File: config.mk
export PLATFORM = sky130hd
export DESIGN_NAME = seg7_result_display
export DESIGN_NICKNAME = d
export VERILOG_FILES = /design/src/rtl/seg7_result_display.sv
export SDC_FILE = /design/constraint.sdc
export NUM_CORES = 1
export LEC_CHECK = 0
export CAP_MARGIN = 25
export CORE_MARGIN = 2
export CORE_UTILIZATION = 64
export DETAILED_ROUTE_END_ITERATION = 8
export GPL_TIMING_DRIVEN = 0
export HOLD_SLACK_MARGIN = 0.03
export PLACE_DENSITY_LB_ADDON = 0.25
export SLEW_MARGIN = 20
export SYNTH_ARGS = -nofsm -noshare
export SYNTH_HDL_FRONTEND = slang
export SYNTH_SLANG_ARGS = --single-unit
export TNS_END_PERCENT = 100
File: constraint.sdc
create_clock -name clk -period 3.9 [get_ports clk]
set_input_delay 0.39 -clock clk [delete_from_list [all_inputs] [get_ports clk]]
set_output_delay 0.39 -clock clk [all_outputs]
set_load 0.05 [all_outputs]
File: src/rtl/seg7_result_display.sv
// Calculator result display: sequential binary-to-BCD conversion (shift-and-add-3)
// feeding a 3-digit multiplexed active-low seven-segment display with sign digit.
module seg7_result_display #(
    parameter int unsigned REFRESH_DIV = 100000,
    parameter int unsigned RESULT_W    = 6
) (
    input  logic                clk,
    input  logic                reset,
    input  logic [RESULT_W-1:0] res,
    input  logic                is_signed,
    output logic                busy,
    output logic [6:0]          seg,
    output logic [2:0]          an
);

    localparam int unsigned SH_W  = RESULT_W + 8;
    localparam int unsigned CNT_W = (REFRESH_DIV > 2) ? $clog2(REFRESH_DIV) : 1;

    localparam logic [6:0] SEG_ZERO  = 7'b1000000;
    localparam logic [6:0] SEG_BLANK = 7'b1111111;
    localparam logic [6:0] SEG_MINUS = 7'b0111111;

    typedef enum logic {IDLE, CONVERT} state_t;

    state_t                 state, state_nxt;
    logic [RESULT_W:0]      latched, latched_nxt;
    logic [SH_W-1:0]        shifter, shifter_nxt, step_c;
    logic [2:0]             count, count_nxt;
    logic                   neg, neg_nxt;
    logic [RESULT_W-1:0]    mag_c, inv_c;
    logic [3:0]             tens_c;
    logic [6:0]             disp0, disp1, disp2;
    logic [6:0]             disp0_nxt, disp1_nxt, disp2_nxt;

    logic [CNT_W-1:0]       refresh_cnt, refresh_nxt;
    logic [1:0]             idx, idx_nxt;
    logic [6:0]             seg_nxt;
    logic [2:0]             an_nxt;

    function automatic logic [6:0] seg_of(input logic [3:0] d);
        case (d)
            4'd0:    seg_of = 7'b1000000;
            4'd1:    seg_of = 7'b1111001;
            4'd2:    seg_of = 7'b0100100;
            4'd3:    seg_of = 7'b0110000;
            4'd4:    seg_of = 7'b0011001;
            4'd5:    seg_of = 7'b0010010;
            4'd6:    seg_of = 7'b0000010;
            4'd7:    seg_of = 7'b1111000;
            4'd8:    seg_of = 7'b0000000;
            4'd9:    seg_of = 7'b0010000;
            default: seg_of = 7'b1111111;
        endcase
    endfunction

    // One double-dabble step: correct BCD nibbles >= 5, then shift left
    function automatic logic [SH_W-1:0] dd_step(input logic [SH_W-1:0] s);
        logic [3:0]      t, o;
        logic [SH_W-1:0] tmp;
        t = s[SH_W-1 -: 4];
        o = s[RESULT_W+3 -: 4];
        if (t >= 4'd5) t = t + 4'd3;
        if (o >= 4'd5) o = o + 4'd3;
        tmp = {t, o, s[RESULT_W-1:0]};
        dd_step = tmp << 1;
    endfunction

    always_ff @(posedge clk or posedge reset) begin
        if (reset) state <= IDLE;
        else       state <= state_nxt;
    end

    always_comb begin
        state_nxt   = state;
        latched_nxt = latched;
        shifter_nxt = shifter;
        count_nxt   = count;
        neg_nxt     = neg;
        disp0_nxt   = disp0;
        disp1_nxt   = disp1;
        disp2_nxt   = disp2;
        inv_c       = ~res;
        mag_c       = (is_signed && res[RESULT_W-1]) ? (inv_c + RESULT_W'(1)) : res;
        step_c      = dd_step(shifter);
        tens_c      = step_c[SH_W-1 -: 4];
        case (state)
            IDLE: begin
                if ({is_signed, res} != latched) begin
                    latched_nxt = {is_signed, res};
                    neg_nxt     = is_signed & res[RESULT_W-1];
                    shifter_nxt = {8'd0, mag_c};
                    count_nxt   = 3'd0;
                    state_nxt   = CONVERT;
                end
            end
            CONVERT: begin
                shifter_nxt = step_c;
                count_nxt   = count + 3'd1;
                // Final step commits all three digits together
                if (count == 3'(RESULT_W - 1)) begin
                    state_nxt = IDLE;
                    disp0_nxt = seg_of(step_c[RESULT_W+3 -: 4]);
                    disp1_nxt = (tens_c == 4'd0) ? SEG_BLANK : seg_of(tens_c);
                    disp2_nxt = neg ? SEG_MINUS : SEG_BLANK;
                end
            end
            default: state_nxt = IDLE;
        endcase
    end

    always_ff @(posedge clk or posedge reset) begin
        if (reset) begin
            latched <= '0;
            shifter <= '0;
            count   <= 3'd0;
            neg     <= 1'b0;
            busy    <= 1'b0;
            disp0   <= SEG_ZERO;
            disp1   <= SEG_BLANK;
            disp2   <= SEG_BLANK;
        end else begin
            latched <= latched_nxt;
            shifter <= shifter_nxt;
            count   <= count_nxt;
            neg     <= neg_nxt;
            busy    <= (state_nxt == CONVERT);
            disp0   <= disp0_nxt;
            disp1   <= disp1_nxt;
            disp2   <= disp2_nxt;
        end
    end

    // Digit scan; seg and an are computed from the same next index so they switch together
    always_comb begin
        refresh_nxt = refresh_cnt + CNT_W'(1);
        idx_nxt     = (idx == 2'd3) ? 2'd0 : idx;
        if (refresh_cnt == CNT_W'(REFRESH_DIV - 1)) begin
            refresh_nxt = '0;
            idx_nxt     = (idx >= 2'd2) ? 2'd0 : idx + 2'd1;
        end
        case (idx_nxt)
            2'd0:    seg_nxt = disp0;
            2'd1:    seg_nxt = disp1;
            default: seg_nxt = disp2;
        endcase
        an_nxt = ~(3'b001 << idx_nxt);
    end

    always_ff @(posedge clk or posedge reset) begin
        if (reset) begin
            refresh_cnt <= '0;
            idx         <= 2'd0;
            seg         <= SEG_ZERO;
            an          <= 3'b110;
        end else begin
            refresh_cnt <= refresh_nxt;
            idx         <= idx_nxt;
            seg         <= seg_nxt;
            an          <= an_nxt;
        end
    end

endmodule
==> results of run 1 <==
[critical path, stage by stage, from the launching register on]
cell and delay [ns]:
dfrtp_1 0.46, inv_1 0.09, ha_1 0.17, nor2b_1 0.33, a2bb2oi_1 0.31, and2_1 0.17
clkbuf_1 0.30, ha_1 0.24, a21boi_0 0.21, a211oi_1 0.09, o31ai_1 0.25
[metal layers]
| metal | up-vias | part of all wire |
|---|---|---|
| met5 | - | 0 |
| met4 | 0 | 0.018 |
| met3 | 22 | 0.062 |
| met2 | 138 | 0.48 |
| li1 | 1418 | - |
| met1 | 1477 | 0.43 |
[placed cells by master, fill, tap and decap left out, drive strengths merged, types with 4 or more instances in the layout]
| master | Yosys | final |
|---|---|---|
| dfrtp | 58 | 58 |
| nand2 | 39 | 39 |
| o21ai | 27 | 27 |
| clkbuf | 12 | 27 |
| nor2 | 26 | 26 |
| clkdlybuf4s50 | 0 | 19 |
| inv | 18 | 18 |
| xor2 | 16 | 16 |
| a21oi | 14 | 14 |
| xnor2 | 12 | 12 |
| dfstp | 12 | 12 |
| nor2b | 11 | 11 |
| ha | 11 | 11 |
| nand3 | 10 | 10 |
| a211oi | 9 | 9 |
| a22o | 8 | 8 |
| and2 | 8 | 8 |
| nor3 | 7 | 7 |
| mux2 | 7 | 7 |
| o31ai | 6 | 6 |
| o221a | 6 | 6 |
| and3 | 6 | 6 |
| a31oi | 5 | 5 |
| or3 | 5 | 5 |
| nand2b | 4 | 4 |
| a222oi | 4 | 4 |
| buf | 3 | 4 |
[sequential cells by signal, indices dropped and copies added (netlist names)]
signal	count
refresh_cnt	17
shifter	14
disp0	7
disp1	7
latched	7
seg	7
an	3
count	3
idx	2
busy	1
disp2	1
neg	1
[power breakdown]
| group | internal, uW | switching (uW) |
|---|---|---|
| clock network | 283 | 257 |
| logic | 572 | 860 |
| registers | 997 | 190 |
[cell type report]
| class | count | area (sq um) | area share |
|---|---|---|---|
| Timing Repair Buffer | 20 | 218 | 0.0512 |
| Clock inverter | 1 | 5.00 | 0.00118 |
| Tap cell | 72 | 90.1 | 0.0212 |
| Buffer | 15 | 76.3 | 0.0179 |
| Inverter | 18 | 70.1 | 0.0165 |
| Multi-Input combinational cell | 275 | 1850 | 0.435 |
| Sequential cell | 70 | 1770 | 0.415 |
| Clock buffer | 15 | 176 | 0.0415 |
[per-stage QoR]
step                      setup slack, ns  utilization  hold slack [ns]  instances  area [sq um]
after floorplan                      1.70            -            0.405        378          3760
after global placement              0.700        0.725            0.436        469          4040
after detailed placement             1.14        0.730            0.441        470          4070
after CTS                            1.21        0.763            0.304        486          4250
after global routing                 1.02        0.763            0.324        486          4250
final                                1.19        0.763            0.306        486          4250
[worst max path at each step]
| stage | start | to | cells past startpoint | slack (ns) |
|---|---|---|---|---|
| 2_1_floorplan | shifter[10] | disp1[3] | 7 | 1.70 |
| 3_3_place_gp | reset | refresh_cnt[3] | 2 | 0.70 |
| 3_5_place_dp | is_signed | shifter[1] | 7 | 1.14 |
| 4_1_cts | shifter[6] | disp0[6] | 10 | 1.21 |
| 5_1_grt | shifter[6] | disp0[6] | 10 | 1.02 |
| 6_report | shifter[6] | disp0[6] | 10 | 1.19 |
[kinds of logic after synthesis]
group           Yosys count  share of synthesized area
xor+xnor                 28                     0.0652
flops                    70                      0.470
simple gates            127                      0.173
buf+inv                  33                     0.0383
mux                      10                     0.0323
compound gates           99                      0.184
fa+ha+maj                11                     0.0366
==> run metrics, run 1 <==
PD cells=743 nW/um^2; # setup viols final=0; FF-to-FF setup slack=1.19 ns; Tmin final=2.71 ns; DR DRC count=0; Post-synth EDFFs=0; Leakage Power=0.00185 uW; Pwr Total=3160 uW; commonest cells in the netlist=58 x dfrtp_1, 39 x nand2_1, 26 x nor2_1; FP Rows=27; number of diodes=0; Filler cells=383; Initial DRC Count=230; CP Launch Type=flip-flop; Placer Congestion=0.872; Crit path required time=4.14 ns; mapped cell area=3760 sq um; Nets=429; Worst R2R Path Depth=10; I/O pins=20; max cap viols=0; ys flop type=dfrtp_1; status=complete, no violations; core area=5570 sq um; clock sink count=70; grt met1 use=0.361; fmax=368 MHz; first-pass GRT wire length=13.8 mm; grt ovf=0; Max-slew headroom=0.318; Max Root-Sink Buffers=2; met2 usage=0.474; Starting Density=0.675; Die H=80.6 um; Min-Delay Path Class=in2async; DRT antenna net count=0; RSZ-0062 raised after global routing=no; Mapped Nets=398; worst-margin pin slew=1.01 ns; Clock Latency Late Sink=0.34 ns; critical path data arrival time=2.96 ns; Crit Path Category=reg2reg; die area=6500 sq um; synthesized flop and latch total=70; Synth cell types=58; register area share after synthesis=0.470; # Post-CTS Setup Buffers=0; Synth area leader=dfrtp_1; async set or reset register ratio after synthesis=1.00; synthesized area per cell=9.95 sq um; CTS tree=done; routing usage on met3=0.0596; final period utilization=0.696; clock skew=0.00876 ns; Peak VDD IR=0.411 mV; P&R area growth vs syn=13.1%; die width=80.6 um; final hold viol count=0; most common cell in the netlist=dfrtp_1; IO Port Bufs=19; Cells after Synth=378; Synth top area share=0.386; root buf cell=clkbuf_8; setup TNS=0 ns; ranking of synthesized cells by area=dfrtp_1 39%, dfstp_2 8.4%, nand2_1 3.9%, xor2_1 3.7%, ha_1 3.7%; routed via count divided by cell count=6.29; initial antenna violation count=0; vias in the first global route=2949; Ys Warns=0; CTS Hold Buffers Added=0; Worst R2R Start=shifter[6]; Total GRT Usage=0.281; GRT busiest layer=met2; Routed Wire Length=8.23 mm; WL per Instance=16.9 um; largest net degree at the start of global routing=61; CTS clk-pin slew, worst paths=0.07 ns; CTS resizes=0; CTS Buf Count=9; Critical Path Fanout Max=8; share of post-route cells with drive strength above 1=0.121; HPWL after DPL=5.66 mm; Initial DRT Pass Iterations=6; max-slew violations=0; Via Count=3055; depth of the CTS H-tree=3; reg-to-reg critical path endpoint=disp0[6]; critical path endpoint category=flip-flop
(Power assumes the default switching activity.)
==> inputs of run 2 (changes only) <==
--- a/config.mk
+++ b/config.mk
@@ -7,7 +7,7 @@
 export LEC_CHECK = 0
 export CAP_MARGIN = 25
 export CORE_MARGIN = 2
-export CORE_UTILIZATION = 64
+export CORE_UTILIZATION = 60
 export DETAILED_ROUTE_END_ITERATION = 8
 export GPL_TIMING_DRIVEN = 0
 export HOLD_SLACK_MARGIN = 0.03
==> constraint.sdc (replaced) <==
create_clock -name clk -period 2.6 [get_ports clk]
set_input_delay 0.26 -clock clk [delete_from_list [all_inputs] [get_ports clk]]
set_output_delay 0.26 -clock clk [all_outputs]
set_load 0.05 [all_outputs]
==> run 2 against run 1 <==
Final cell count rose by 0.62%. Sequential share of layout area is 0.085 points lower. Highest routed layer unchanged. Sequential power increased by 49%.
==> run metrics, run 2 (same netlist as run 1, synthesis figures left out) <==
CTS resizes=0 (unchanged); CP Launch Type=flip-flop; initial antenna violation count=0 (unchanged); Worst R2R Start=refresh_cnt[13]; Min-Delay Path Class=in2async; max reg flops=17 (unchanged); RSZ-0062 raised after global routing=no; setup TNS=0 ns (unchanged); Max Root-Sink Buffers=2 (unchanged); Critical Path Fanout Max=10 (+2); core area=5990 sq um (+7.5%); area of the multi-input gates=1850 sq um (+0.20%); Routed Wire Length=7.80 mm (-5.2%); Starting Density=0.628 (-0.0469); Crit path required time=2.88 ns (-1.26 ns); Die H=83.2 um (+3.1%); max-slew violations=0 (unchanged); Via Count=2950 (-3.4%); worst-margin pin slew=1.02 ns (+0.00903 ns); CTS clk-pin slew, worst paths=0.07 ns (about the same); share of post-route cells with drive strength above 1=0.126 (+0.00483); Leakage Power=0.00185 uW (about the same); P&R area growth vs syn=13.3%; Initial DRC Count=197 (-14%); final period utilization=0.947 (+0.251); WL per Instance=16.0 um (-5.8%); Peak VDD IR=0.716 mV (+74%); first-pass GRT wire length=13.5 mm (-2.4%); PD cells=1110 nW/um^2 (+50%); Reg area=1770 sq um (unchanged); routed via count divided by cell count=6.03 (-4.0%); critical path endpoint category=flip-flop; vias in the first global route=2878 (-2.4%); clock sink count=70 (unchanged); I/O pins=20 (unchanged); CTS Buf Count=9 (unchanged); number of diodes=0 (unchanged); critical path data arrival time=2.74 ns (-0.22 ns); reg-to-reg critical path endpoint=seg[5]; fin area=4260 sq um (+0.21%); largest net degree at the start of global routing=56 (-8.2%); most frequent cells in the layout=58 x dfrtp_1, 39 x nand2_1, 26 x nor2_1, 25 x o21ai_0, 19 x clkdlybuf4s50_1; HPWL after DPL=5.46 mm (-3.6%); status=complete, no violations; Filler cells=448 (+17%); Max-slew headroom=0.312 (-0.00610); depth of the CTS H-tree=3 (unchanged); FF-to-FF setup slack=0.14 ns (-1.05 ns); DP Area=4070 sq um (about the same); Initial DRT Pass Iterations=5 (-1); die area=6920 sq um (+6.3%); Final Util=0.711 (-0.0516); clock skew=0.00755 ns (-0.00121 ns); Tmin final=2.46 ns (-0.253 ns); grt ovf=0 (unchanged); IO Port Bufs=19 (unchanged); # setup viols final=0 (unchanged); CTS Hold Buffers Added=0 (unchanged); Total GRT Usage=0.238 (-0.0430); Clock Latency Late Sink=0.34 ns (about the same); max cap viols=0 (unchanged); Placer Congestion=0.883 (+1.2%); largest registers=refresh_cnt (17), shifter (14); Pwr Total=4750 uW (+50%); commonest non-fill, non-tap cell in the layout=dfrtp_1; CTS tree=done; die width=83.2 um (+3.1%); root buf cell=clkbuf_8; Crit Path Category=reg2reg; Worst R2R Path Depth=5 (-5); fmax=406 MHz (+10%); # Post-CTS Setup Buffers=0 (unchanged); DRT antenna net count=0 (unchanged); FP Rows=28 (+3.7%); Nets=429 (unchanged); DR DRC count=0 (unchanged); most flop-heavy register=refresh_cnt; final hold viol count=0 (unchanged)
==> run 2: worst max-delay path by stage <==
| stage | start | cells after the start | slack [ns] | end |
|---|---|---|---|---|
| after floorplan | shifter[10] | 7 | 0.40 | disp1[3] |
| after detailed placement | shifter[6] | 10 | -0.006 | disp0[6] |
| after global placement | reset | 2 | -0.49 | disp0[0] |
| final | refresh_cnt[13] | 5 | 0.14 | seg[5] |
| after CTS | shifter[10] | 7 | 0.05 | disp1[3] |
| after global routing | shifter[6] | 9 | 0.01 | disp0[6] |
==> run 2: stage by stage <==
stage / hold slack, ns / worst slack, ns / std cells
6_report: 0.195 / 0.139 / 489
5_1_grt: 0.216 / 0.0149 / 489
4_1_cts: 0.198 / 0.0459 / 488
3_5_place_dp: 0.450 / -0.00638 / 473
3_3_place_gp: 0.414 / -0.494 / 472
2_1_floorplan: 0.393 / 0.405 / 378
==> run 2: power by group <==
group | internal, uW | switching [uW] | leakage, uW | total [uW]
clock network | 441 | 399 | 0.0000904 | 840
logic | 862 | 1280 | 0.000906 | 2140
registers | 1490 | 276 | 0.000856 | 1770
total | 2800 | 1950 | 0.00185 | 4750
==> run 2: critical path, stage by stage (launching register included) <==
cell and delay [ns]:
dfrtp_1 0.41, or4b_4 0.55, nor4_4 0.60, a21oi_1 0.30, mux2i_4 0.29, o221a_2 0.24
==> run 2: final cells by class <==
cell class	instances	share of cell area
flip-flops and latches	70	0.415
clock buffers	12	0.0317
plain buffers	14	0.0170
multi-input cells	275	0.435
repair buffers	21	0.0520
inverters	18	0.0164
well taps	75	0.0220
clock inverters	4	0.0112
==> run 2: routing by layer <==
metal  up-vias  wire length [um]  global-route usage
li1       1413                 -                   -
met2        90              3810               0.388
met5         -                 0                   0
met1      1431              3520               0.313
met3        16               355              0.0447
met4         0               123              0.0984
